### src/rtl/reg_file_mp.sv
// Multi-port register file: two write ports, two combinational read ports,
// optional hardwired-zero r0, optional write-to-read bypass and pending scoreboard.
module reg_file_mp #(
  parameter int DW      = 8,
  parameter int AW      = 3,
  parameter int ZERO_R0 = 1,
  parameter int BYPASS  = 1
) (
  input  logic          clk,
  input  logic          rst_n,
  input  logic          wa_en,
  input  logic [AW-1:0] wa_addr,
  input  logic [DW-1:0] wa_dat,
  input  logic          wb_en,
  input  logic [AW-1:0] wb_addr,
  input  logic [DW-1:0] wb_dat,
  input  logic          claim_en,
  input  logic [AW-1:0] claim_addr,
  input  logic [AW-1:0] rd_addrA,
  input  logic [AW-1:0] rd_addrB,
  output logic [DW-1:0] datA_out,
  output logic [DW-1:0] datB_out,
  output logic          busyA,
  output logic          busyB,
  output logic [AW:0]   pend_cnt
);

  localparam int DEPTH = 1 << AW;

  logic [DW-1:0]    core_q [DEPTH];
  logic [DW-1:0]    core_d [DEPTH];
  logic [DEPTH-1:0] pend_q, pend_d;
  logic [AW:0]      pend_cnt_q, pend_cnt_d;

  logic wa_ok, wb_ok, claim_ok;

  // Address 0 is inert (no writes, no claims) when it is hardwired to zero.
  always_comb begin
    wa_ok    = wa_en    && !(ZERO_R0 != 0 && wa_addr    == '0);
    wb_ok    = wb_en    && !(ZERO_R0 != 0 && wb_addr    == '0);
    claim_ok = claim_en && !(ZERO_R0 != 0 && claim_addr == '0);
  end

  // NOTE: every variable assigned in always_comb gets a default first, so no
  // path leaves it unassigned and no latch is inferred.
  always_comb begin
    core_d = core_q;
    if (wa_ok) core_d[wa_addr] = wa_dat;
    // Port B is applied last so it wins a same-address collision.
    if (wb_ok) core_d[wb_addr] = wb_dat;
  end

  always_comb begin
    pend_d = pend_q;
    if (wa_ok) pend_d[wa_addr] = 1'b0;
    if (wb_ok) pend_d[wb_addr] = 1'b0;
    // A claim issued alongside a writeback refers to a newer producer.
    if (claim_ok) pend_d[claim_addr] = 1'b1;
  end

  always_comb begin
    pend_cnt_d = '0;
    for (int i = 0; i < DEPTH; i++) begin
      pend_cnt_d = pend_cnt_d + (AW+1)'(pend_d[i]);
    end
  end

  // NOTE: the storage array is reset along with the scoreboard because reads
  // must return 0 as soon as reset asserts, so it cannot map to a plain RAM.
  always_ff @(posedge clk or negedge rst_n) begin
    if (!rst_n) begin
      for (int i = 0; i < DEPTH; i++) begin
        core_q[i] <= '0;
      end
      pend_q     <= '0;
      pend_cnt_q <= '0;
    end else begin
      // NOTE: sequential state uses non-blocking assignments so all flops
      // sample their _d values from before the edge.
      core_q     <= core_d;
      pend_q     <= pend_d;
      pend_cnt_q <= pend_cnt_d;
    end
  end

  assign pend_cnt = pend_cnt_q;

  logic [AW-1:0] rd_addr [2];
  logic [DW-1:0] rd_dat  [2];
  logic          rd_busy [2];

  assign rd_addr[0] = rd_addrA;
  assign rd_addr[1] = rd_addrB;

  for (genvar p = 0; p < 2; p++) begin : g_rd
    logic hit_wa, hit_wb, is_zero;

    always_comb begin
      hit_wa  = (BYPASS != 0) && wa_en && (wa_addr == rd_addr[p]);
      hit_wb  = (BYPASS != 0) && wb_en && (wb_addr == rd_addr[p]);
      is_zero = (ZERO_R0 != 0) && (rd_addr[p] == '0);

      rd_dat[p]  = core_q[rd_addr[p]];
      if (hit_wb)      rd_dat[p] = wb_dat;
      else if (hit_wa) rd_dat[p] = wa_dat;

      // A value being forwarded this cycle is already available.
      rd_busy[p] = pend_q[rd_addr[p]] && !(hit_wa || hit_wb);

      // Bypass data comes straight from the inputs, so reset must mask it too.
      if (!rst_n || is_zero) begin
        rd_dat[p]  = '0;
        rd_busy[p] = 1'b0;
      end
    end
  end

  assign datA_out = rd_dat[0];
  assign datB_out = rd_dat[1];
  assign busyA    = rd_busy[0];
  assign busyB    = rd_busy[1];

endmodule

### config.mk
export PLATFORM = sky130hd
export DESIGN_NAME = reg_file_mp
export DESIGN_NICKNAME = d
export VERILOG_FILES = /design/src/rtl/reg_file_mp.sv
export SDC_FILE = /design/constraint.sdc
export NUM_CORES = 1
export LEC_CHECK = 0
export BUFFER_PORTS_ARGS = -buffer_cell sky130_fd_sc_hd__buf_4
export CORE_MARGIN = 1.5
export CORE_UTILIZATION = 45
export DETAILED_ROUTE_END_ITERATION = 8
export SLEW_MARGIN = 20
export SYNTH_ARGS = -nofsm -noshare
export SYNTH_HDL_FRONTEND = slang
export SYNTH_SLANG_ARGS = --single-unit
### constraint.sdc
create_clock -name clk -period 3.98 [get_ports clk]
set_clock_uncertainty 0.15 [all_clocks]
set_input_delay 0.597 -clock clk [delete_from_list [all_inputs] [get_ports clk]]
set_output_delay 0.597 -clock clk [all_outputs]
set_load 0.1 [all_outputs]
After elaboration in Yosys (flattened, before gate mapping)
Cells that the tools add are included.
Cells by class
  $add $sub $neg: 7
  multiply operators: 0
  divide/modulo/power cells: 0
  $lt $le $gt $ge: 14
  equality and inequality tests: 4
  shifts and indexed selects: 0
  mux-type cells: 35
  bitwise logic cells: 9
  reductions and logical operators: 29
Operators by type and width (count)
  bitwise mux 64 bit: 2
  two-way mux 64 bit: 2
  two-way mux 8 bit: 15
  binary-select mux 8 bit (select 3 bit): 2
  demux 8 bit (select 3 bit): 2
  less-than comparator 3 x 4 -> 1 bit (second input constant): 5
  adder 4 x 1 -> 4 bit: 4
  bitwise AND 8 bit: 2
  greater-or-equal comparator 4 bit (second input constant): 4
  NOT 3 -> 4 bit: 4
  NOT 8 bit: 2
  logical NOT 3 bit: 5
  logical AND 1 bit: 14
  equality test 3 bit: 4
  demux 1 bit (select 3 bit): 3
  greater-or-equal comparator 3 x 1 -> 1 bit (second input constant): 3
  less-than comparator 4 x 1 -> 1 bit (second input constant): 2
  OR 8 bit: 1
  two-way mux 1 bit: 7
  binary-select mux 1 bit (select 3 bit): 2
  logical NOT 1 bit: 6
  adder 3 x 1 -> 4 bit: 1
  logical OR 1 bit: 4
  adder 2 x 1 -> 3 bit: 1
  adder 1 x 1 -> 2 bit: 1
Word-level totals
  register bits: 76
  latch bits: 0
  RAM bits: 0
  bits in read-only memories: 0
  input port bits: 36
  output and inout bits: 22
  word-level logic and storage cells: 108
  memories kept: 0

Logic depth before layout (Yosys ltp)
Gate-level depths: netlist of run 1.
  depth after elaboration: 18
  gate-level depth with buffers: 16
  mapped depth without buffers: 14

Worst setup path after synthesis of run 1
OpenSTA, ideal clock, no wires.
  path kind: input-to-reg
  start point: input wa_addr[1]
  end point: register pend_cnt_q[2] (netlist: pend_cnt[2])
  setup time: 0.123 ns
  data arrival time: 3.736 ns
  required time: 3.707 ns
  slack: -0.029 ns
  cell stages on the path: 15
  buffers on the path: 2
  cells stage by stage: buf_2 > and4bb_1 > buf_2 > o32ai_2 > inv_1 > fa_1 > inv_1 > fa_1 > inv_1 > fa_1 > inv_1 > ha_1 > inv_1 > fa_1 > xnor2_1
Between the ends
  word-level cells in the longest chain between the ends: 18
  elaborated cells on any way between the ends: 22
  classes of those cells: 7 x add/sub; 2 x order compare; 5 x mux; 4 x bitwise; 4 x reduce/logical
RTL lines
  start, declared: RTL line 12  | input logic [AW-1:0] wa_addr,
  less-than comparator 3 x 4 -> 1 bit (not written as such) or greater-or-equal comparator 3 x 1 -> 1 bit (tied branches): RTL line 55  | if (wa_ok) pend_d[wa_addr] = 1'b0;
  logical AND 1 bit (not written as such): RTL line 55
  two-way mux 1 bit (not written as such): RTL line 55
  demux 1 bit (select 3 bit): RTL line 55
  NOT 8 bit (no source line)
  bitwise AND 8 bit (no source line)
  two-way mux 8 bit (*): RTL line 55
  bitwise AND 8 bit (no source line)
  two-way mux 8 bit (*): RTL line 56  | if (wb_ok) pend_d[wb_addr] = 1'b0;
  OR 8 bit (no source line)
  two-way mux 8 bit (*): RTL line 58  | if (claim_ok) pend_d[claim_addr] = 1'b1;
  via pend_d[1]: RTL line 32  | logic [DEPTH-1:0] pend_q, pend_d;
  adder 1 x 1 -> 2 bit (*): RTL line 64  | pend_cnt_d = pend_cnt_d + (AW+1)'(pend_d[i]);
  adder 2 x 1 -> 3 bit (*): RTL line 64
  adder 3 x 1 -> 4 bit (*): RTL line 64
  adder 4 x 1 -> 4 bit (*) (4 in series): RTL line 64
  via pend_cnt_d[2]: RTL line 33  | logic [AW:0] pend_cnt_q, pend_cnt_d;
  end signal, assigned: RTL line 82  | pend_cnt_q <= pend_cnt_d;
  end, declared: RTL line 33
The timed path passes the listed nets; every way through them passes the cells marked *.

Worst setup path after layout of run 1
  start point: input wa_addr[1]
  end point: register pend_cnt_q[1] (netlist: pend_cnt[1])
The elaborated chain is that of the path after synthesis.

==> flow_summary.toml, run 1 <==
[worst_setup_path]
crit_path_top_delay_cell = "fa_1"
end_kind = "flop"
path_class = "in2reg"
critPathTopFamily = "adder cells"
crit_fanout = 5
critPathMaxStageDelay_ns = 0.54
cp.required_ns = 4.06
crit_arrival_ns = 3.78
cpMostUsedCell = "inv_1"
cp-start-kind = "primary input"
crit_buf_inv = 7
crit_chain = "buf_4, and4bb_1, o32ai_2, inv_1, fa_1, inv_1, fa_1, inv_1, fa_1, inv_1, ha_1, inv_1, fa_1, inv_1"

[clock_network]
cts_hold_buf = 0
cts_inserted_buffers = 9
cts.repair.resized = 0
htreeDepth = 3
clkSinkCount = 76
cts_tree = "built"
clk_pin_slew_ns = 0.06
cts_setup_buffers = 0
cts_root_buf = "clkbuf_16"
cts_max_path_buffers = 2
clk_latency_ns = 0.34

[drt]
dr.first_iter.drc_count = 298
ant_nets = 0
vias = 4323
drc_errors = 0
routedWlPerCell_um = 23.8
vias_per_cell = 6.13
wl_met3_um = 1570
wl_um = 16800
topRoutingLayerUsed = "met4"
wl_met2_um = 7240
wl_met1_um = 7440
dr.pass1.iters = 5

[synth]
ys_ff_latch = 76
ys.warnings.count = 0
yosys.cell_types.count = 41
syn_area_mm2 = 0.00531
synthCells = 534
syn_avg_cell_area_um2 = 9.94
syn_nets = 577
seq_area_frac_synth = 0.358

[grt]
gr-usage-all-layers = 0.281
grt_antenna_before_repair = 0
grt_pass1_wl_um = 26000
grt_max_degree = 41
grt_pass1_vias = 4295
grt-ovfl-total = 0

[flow_run]
maxCapViolCount = 0

[pwr]
p_clk_frac = 0.261
power.density_mw_per_mm2 = 474
switching_power_w = 0.00110
finalPower_w = 0.00284
peakVddDrop_v = 0.000384
p_sw_frac = 0.386
p_leak_nw = 2.69
combPwrFrac = 0.370
p_seq_frac = 0.369
internal-power_w = 0.00174

[run_status]
outcome = "finished clean"

[timing]
drv_slew = 0
max_slew_margin = 0.639
layout_setup_ws_ns = 0.286
final-hold-violation-count = 0
hold_slack_ns = 0.198
rsz0062_at_grt = "no"
fmax_mhz = 271
setup_viol = 0
finalCritPeriodShare = 0.928
period_needed_ns = 3.69
worst_slew_pin_slew_ns = 0.541

[place]
io_buffers = 57
pre_cts_ws_ns = -0.0461
gp_congestion = 1.01
dpl.hpwl_um = 11400

[floorplan]
ios = 58
start_util = 0.463
die_h_um = 112
core_mm2 = 0.0115
dieArea_mm2 = 0.0125
fp.dieW_um = 112
rows = 39

[finish]
area_growth_pct = 12.9
fillCellCount = 1062
fin_nets = 602
n_antenna_cell = 0
drive_gt1_frac = 0.221

[worst_hold_path]
hp-class = "in2async"
sequential cells by signal, indices dropped and copies added, names as in the netlist:
signal    flops
pend_q        8
core_q       64
pend_cnt      4
logic make-up (layout without fill, tap and decap cells):
kind of cell / Yosys count / after routing / synth area share
AND/OR/NAND/NOR: 114 / 114 / 0.107
adder cells (fa/ha/maj): 7 / 7 / 0.0222
multiplexers: 110 / 110 / 0.256
XOR/XNOR: 13 / 13 / 0.0229
AO/OA/AOI/OAI: 131 / 131 / 0.148
flip-flops: 76 / 76 / 0.358
buffers and inverters: 83 / 111 / 0.0853
cell usage in the layout, fill, tap and decap left out, drive strengths merged, types with 3 or more instances in the layout:
cell type	netlist	routed
a21oi	33	33
inv	14	14
nand4	6	6
fa	4	4
mux2i	90	90
nand2	45	45
nand4b	6	6
a31oi	16	16
xnor2	13	13
nand3	6	6
clkbuf	28	12
nand2b	3	3
nor2	35	35
a22oi	16	16
o211ai	16	16
mux4	20	20
buf	41	83
nor4bb	3	3
ha	3	3
nor2b	3	3
o31a	3	3
dfrtp	76	76
o21ai	44	44
synthesized netlist by cell type, drive strengths merged:
cell,number,area [um^2]
mux2i,90,901
dfrtp,76,1900
nand2,45,169
o21ai,44,220
buf,41,293
nor2,35,131
a21oi,33,165
clkbuf,28,108
mux4,20,458
a22oi,16,120
a31oi,16,100
o211ai,16,120
inv,14,52.6
xnor2,13,121
nand3,6,30.0
nand4,6,62.6
nand4b,6,52.6
fa,4,80.1
ha,3,37.5
nand2b,3,18.8
nor2b,3,18.8
nor4bb,3,30.0
o31a,3,26.3
and2,2,12.5
and4,2,17.5
nor3,2,15.0
o32ai,2,25.0
and4bb,1,12.5
o31ai,1,7.51
final timing paths:
path | slack [ns] | startpoint | to | cells after the start
hold reg to reg | 0.24 | core_q[57] | core_q[57] | 0
max in group asynchronous | 3.08 | rst_n | pend_q[5] | 2
setup / recovery | 0.29 | wa_addr[1] | pend_cnt[1] | 14
min in group clk | 0.24 | core_q[57] | core_q[57] | 0
setup reg to reg | 0.43 | pend_q[1] | pend_cnt[1] | 13
hold / removal | 0.20 | rst_n | core_q[47] | 2
stage by stage:
stage	cells	setup TNS, ns	util	instance area, um^2
after floorplan	534	0	-	5310
after detailed placement	691	-0.0808	0.500	5730
after global routing	705	0	0.523	5990
final	705	0	0.523	5990
after global placement	691	0	0.500	5730
after CTS	705	0	0.523	5990
metal layers:
metal	track usage	vias up
met4	0.113	0
met3	0.0789	35
met5	0	-
met2	0.402	212
li1	-	1979
met1	0.402	2097
cell type report:
type                       count  area (um^2)  area share
timing repair buffer          83          623       0.104
clock buffer                  12          246      0.0411
clock inverter                 2         12.5     0.00209
inverter                      14         52.6     0.00877
sequential                    76         1900       0.317
tap                          143          179      0.0299
multi-input combinational    375         2980       0.497
power by group through the flow:
| stage | sequential, W | clock, W | combinational (W) |
|---|---|---|---|
| after global placement | 0.00105 | 0 | 0.00103 |
| after global routing | 0.00107 | 0.000791 | 0.00113 |
| after CTS | 0.00105 | 0.000759 | 0.00105 |
| after floorplan | 0.00113 | 0 | 0.000705 |
| after detailed placement | 0.00106 | 0 | 0.00105 |
| final | 0.00105 | 0.000742 | 0.00105 |
(Power assumes the default switching activity.)
==> run 2, diff against run 1 <==
CORE_ASPECT_RATIO = 1.25   (was not set)
SKIP_CTS_REPAIR_TIMING = 1   (was not set)
==> run 2 against run 1 <==
Net effect: critical path depth unchanged; non-clock buffer count decreased by 2; via count increased by 1.8%; register-to-register slack improved by 0.11 ns; power increased by 4.1%; clock power increased by 16%; count of clock-buffer cells in the layout increased by 1; sequential share of layout area decreased by 0.18 points; first-iteration DRC count increased by 22%; fmax increased by 2.1%; wire length decreased by 0.61%; critical endpoint is now pend_cnt[2].
==> flow_summary.toml, run 2 (synthesized netlist as in run 1, its figures left out) <==
[clock_network]
cts_root_buf = "clkbuf_16"
clkSinkCount = 76
cts_max_path_buffers = 2
clk_latency_ns = 0.34
htreeDepth = 3
cts_tree = "built"
cts_inserted_buffers = 9
clk_pin_slew_ns = 0.06

[timing]
hold_slack_ns = 0.0285
rsz0062_at_grt = "no"
final-hold-violation-count = 0
worst_slew_pin_slew_ns = 0.664
fmax_mhz = 276
finalCritPeriodShare = 0.909
max_slew_margin = 0.557
fin_tns_setup_ns = 0
drv_slew = 0
setup_viol = 0
period_needed_ns = 3.62

[finish]
n_antenna_cell = 0
regArea_mm2 = 0.00190
top_register = "core_q"
final_common_cell = "mux2i_1"
drive_gt1_frac = 0.222
multi_input_area_mm2 = 0.00298
fillCellCount = 1052
final_util = 0.521
layout_common_cells = "90 x mux2i_1, 81 x buf_4, 76 x dfrtp_1"
fin_nets = 600
area_growth_pct = 13.5
largest_register_ff_count = 64
final_cells = 700

[pwr]
peakVddDrop_v = 0.000453
power.density_mw_per_mm2 = 490
p_leak_nw = 2.71
finalPower_w = 0.00295

[drt]
routedWlPerCell_um = 23.8
dr.pass1.iters = 6
drc_errors = 0
dr.first_iter.drc_count = 365
wl_um = 16700
ant_nets = 0
vias_per_cell = 6.29
vias = 4401

[worst_setup_path]
path_class = "in2reg"
cp-start-kind = "primary input"
cp.required_ns = 4.06
critPathTopFamily = "adder cells"
critPathMaxStageDelay_ns = 0.51
crit_path_top_delay_cell = "fa_1"
crit_chain = "buf_4, and4bb_1, o32ai_2, inv_1, fa_1, inv_1, fa_1, inv_1, fa_1, inv_1, ha_1, inv_1, fa_1, xnor2_1"
crit_fanout = 3
end_kind = "flop"
cpMostUsedCell = "inv_1"
crit_arrival_ns = 3.70
crit_buf_inv = 6
r2r_slack_ns = 0.54

[floorplan]
core_mm2 = 0.0116
dieArea_mm2 = 0.0125
rows = 44
ios = 58
start_util = 0.459
die_h_um = 124
fp.dieW_um = 100

[grt]
gr-usage-all-layers = 0.279
grt-ovfl-total = 0
grt_antenna_before_repair = 0
grt_pass1_vias = 4361
grt_max_degree = 52
grt_pass1_wl_um = 25600

[place]
io_buffers = 57
dpl.hpwl_um = 11300
gp_congestion = 0.958
dp.cells = 684

[run_status]
outcome = "finished clean"

[worst_hold_path]
hp-class = "in2async"

[flow_run]
maxCapViolCount = 0
-- run 2: cell types whose count changed in the layout (fill, tap and decap cells not counted), sizes merged --
cell and delta:
clkinvlp -1, clkbuf +1, bufinv +1, buf -2, clkinv +1
-- run 2: layer usage --
metal,wire length [um],vias up,global-route usage
li1,-,1978,-
met1,7280,2154,0.396
met2,7460,226,0.399
met4,679,0,0.138
met3,1260,43,0.0623
met5,0,-,0
-- run 2: area by class of cell --
| type | instances | share of cell area |
|---|---|---|
| clock buffers | 13 | 0.0449 |
| multi-input cells | 375 | 0.494 |
| clock inverters | 3 | 0.00727 |
| repair buffers | 81 | 0.101 |
| inverters | 14 | 0.00872 |
| flip-flops and latches | 76 | 0.316 |
| well taps | 138 | 0.0287 |
-- run 2: stage by stage --
stage	setup WS (ns)	cell area, um^2
floorplan	0.0214	5310
global placement	0.0436	5710
detailed placement	0.0106	5710
CTS	0.362	6030
global route	0.225	6030
finish	0.360	6030
-- run 2: path summary, 6_finish.rpt --
kind / startpoint / endpoint / cells after the start
min in group clk: core_q[56] / core_q[56] / 0
worst min register to register: core_q[56] / core_q[56] / 0
worst min-delay path: rst_n / core_q[24] / 1
worst max register to register: pend_q[1] / pend_cnt[2] / 13
worst max-delay path: wa_addr[0] / pend_cnt[2] / 14
max in group asynchronous: rst_n / core_q[3] / 2
-- run 2: power by group --
part	total, W	leakage (nW)	switching [W]	internal (W)
Sequential	0.00104	0.919	0.000112	0.000930
Clock	0.000862	0.156	0.000325	0.000537
Combinational	0.00105	1.64	0.000673	0.000376
==> run 3, diff against run 2 <==
HOLD_SLACK_MARGIN = 0.06   (was not set)
RECOVER_POWER = 25   (was not set)
==> run 3 against run 2 <==
Net effect: die area is the same; wire length fell by 0.19%; first-iteration DRC count rose by 3.3%; sequential share of layout area about the same; critical path type unchanged; largest cell class unchanged; highest routed layer unchanged.
==> flow_summary.toml, run 3 (synthesized netlist as in run 1, its figures left out) <==
[run_status]
outcome = "finished clean"

[worst_setup_path]
crit_arrival_ns = 3.76
path_class = "in2reg"
cp.required_ns = 4.06
crit_fanout = 3
crit_path_top_delay_cell = "fa_1"
crit_chain = "buf_4, and4bb_1, o32ai_1, inv_1, fa_1, inv_1, fa_1, inv_1, fa_1, inv_1, ha_1, inv_1, fa_1, xnor2_1"
critPathMaxStageDelay_ns = 0.51
cp-start-kind = "primary input"
cpMostUsedCell = "inv_1"
end_kind = "flop"
r2r_cells = 13

[grt]
grt-busiest-layer = "met2"
grt_max_degree = 52
grt-ovfl-total = 0
grt_pass1_wl_um = 25600
grt_pass1_vias = 4361
globalRouteMet3Util = 0.0623
use_met2 = 0.399
grt_antenna_before_repair = 0
grt.met1_usage = 0.396
gr-usage-all-layers = 0.279

[clock_network]
cts_root_buf = "clkbuf_16"
clkSinkCount = 76
cts_tree = "built"
cts_max_path_buffers = 2
clk_latency_ns = 0.34
clk_pin_slew_ns = 0.05
cts_inserted_buffers = 9
htreeDepth = 3

[floorplan]
die_h_um = 124
start_util = 0.459
ios = 58
core_mm2 = 0.0116
dieArea_mm2 = 0.0125
rows = 44
fp.dieW_um = 100

[place]
io_buffers = 57
dp.cells = 684
dpl.hpwl_um = 11300
gp_congestion = 0.958
placed_cell_area_mm2 = 0.00571

[drt]
routedWlPerCell_um = 23.8
dr.pass1.iters = 6
drc_errors = 0
wl_um = 16700
dr.first_iter.drc_count = 377
vias = 4385
ant_nets = 0
vias_per_cell = 6.26

[pwr]
finalPower_w = 0.00295
p_clk_frac = 0.292
switching_power_w = 0.00111
power.density_mw_per_mm2 = 490
p_seq_frac = 0.354
peakVddDrop_v = 0.000453
internal-power_w = 0.00184
p_leak_nw = 2.70
p_sw_frac = 0.375
combPwrFrac = 0.355

[finish]
largest_register_ff_count = 64
final_util = 0.520
final_common_cell = "mux2i_1"
fin_nets = 601
top_register = "core_q"
layout_common_cells = "90 x mux2i_1, 78 x buf_4, 76 x dfrtp_1"
area_growth_pct = 13.4
fin_area_mm2 = 0.00602
final_cells = 701
multi_input_area_mm2 = 0.00297
fillCellCount = 1057
n_antenna_cell = 0
drive_gt1_frac = 0.215
regArea_mm2 = 0.00190

[timing]
rsz0062_at_grt = "no"
finalCritPeriodShare = 0.926
worst_slew_pin_slew_ns = 0.852
fin_tns_setup_ns = 0
setup_viol = 0
fmax_mhz = 271
max_slew_margin = 0.432
drv_slew = 0
period_needed_ns = 3.69
final-hold-violation-count = 0

[worst_hold_path]
hp-class = "reg2reg"
hold_path_depth = 0

[flow_run]
maxCapViolCount = 0
-- run 3: cell count changes in the layout (fill, tap and decap cells not counted), sizes merged --
cell and delta:
buf -3, dlygate4sd3 +1, clkbuf +3
-- run 3: worst paths after layout --
check	end	slack, ns	startpoint
setup / recovery	pend_cnt[2]	0.29	wa_addr[0]
hold / removal	core_q[56]	0.24	core_q[56]
setup reg to reg	pend_cnt[2]	0.49	pend_q[1]
hold reg to reg	core_q[56]	0.24	core_q[56]
max in group asynchronous	core_q[3]	2.11	rst_n
min in group asynchronous	core_q[24]	0.58	rst_n
-- run 3: power by group through the flow --
stage               Combinational, W  Clock (W)  Sequential [W]
floorplan                   0.000705          0         0.00113
global placement             0.00103          0         0.00105
detailed placement           0.00105          0         0.00105
CTS                          0.00105   0.000875         0.00104
global route                 0.00113   0.000912         0.00106
finish                       0.00105   0.000860         0.00104
-- run 3: final cells by class --
| cell class | count | area share |
|---|---|---|
| repair buffers | 82 | 0.101 |
| inverters | 14 | 0.00873 |
| clock buffers | 13 | 0.0449 |
| clock inverters | 3 | 0.00728 |
| well taps | 138 | 0.0287 |
| multi-input cells | 375 | 0.493 |
| flip-flops and latches | 76 | 0.316 |
-- run 3: layer usage --
metal / up-vias / part of all wire
li1: 1978 / -
met1: 2155 / 0.44
met2: 203 / 0.44
met3: 49 / 0.076
met4: 0 / 0.046
met5: - / 0
-- run 3: critical path: cells and delay by family --
kind	cells	cell delay [ns]
AOI/OAI and AO/OA	1	0.30
xor gates and xnor gates	1	0.14
adders and majority gates	5	2.02
buffers and inverters	6	0.46
and+or+nand+nor	1	0.27
-- run 3: per-stage QoR --
step	hold WS, ns	worst slack (ns)
2_1_floorplan	0.151	0.0214
3_3_place_gp	0.227	0.0436
3_5_place_dp	0.234	0.0106
4_1_cts	0.0363	0.362
5_1_grt	0.259	0.145
6_report	0.241	0.293
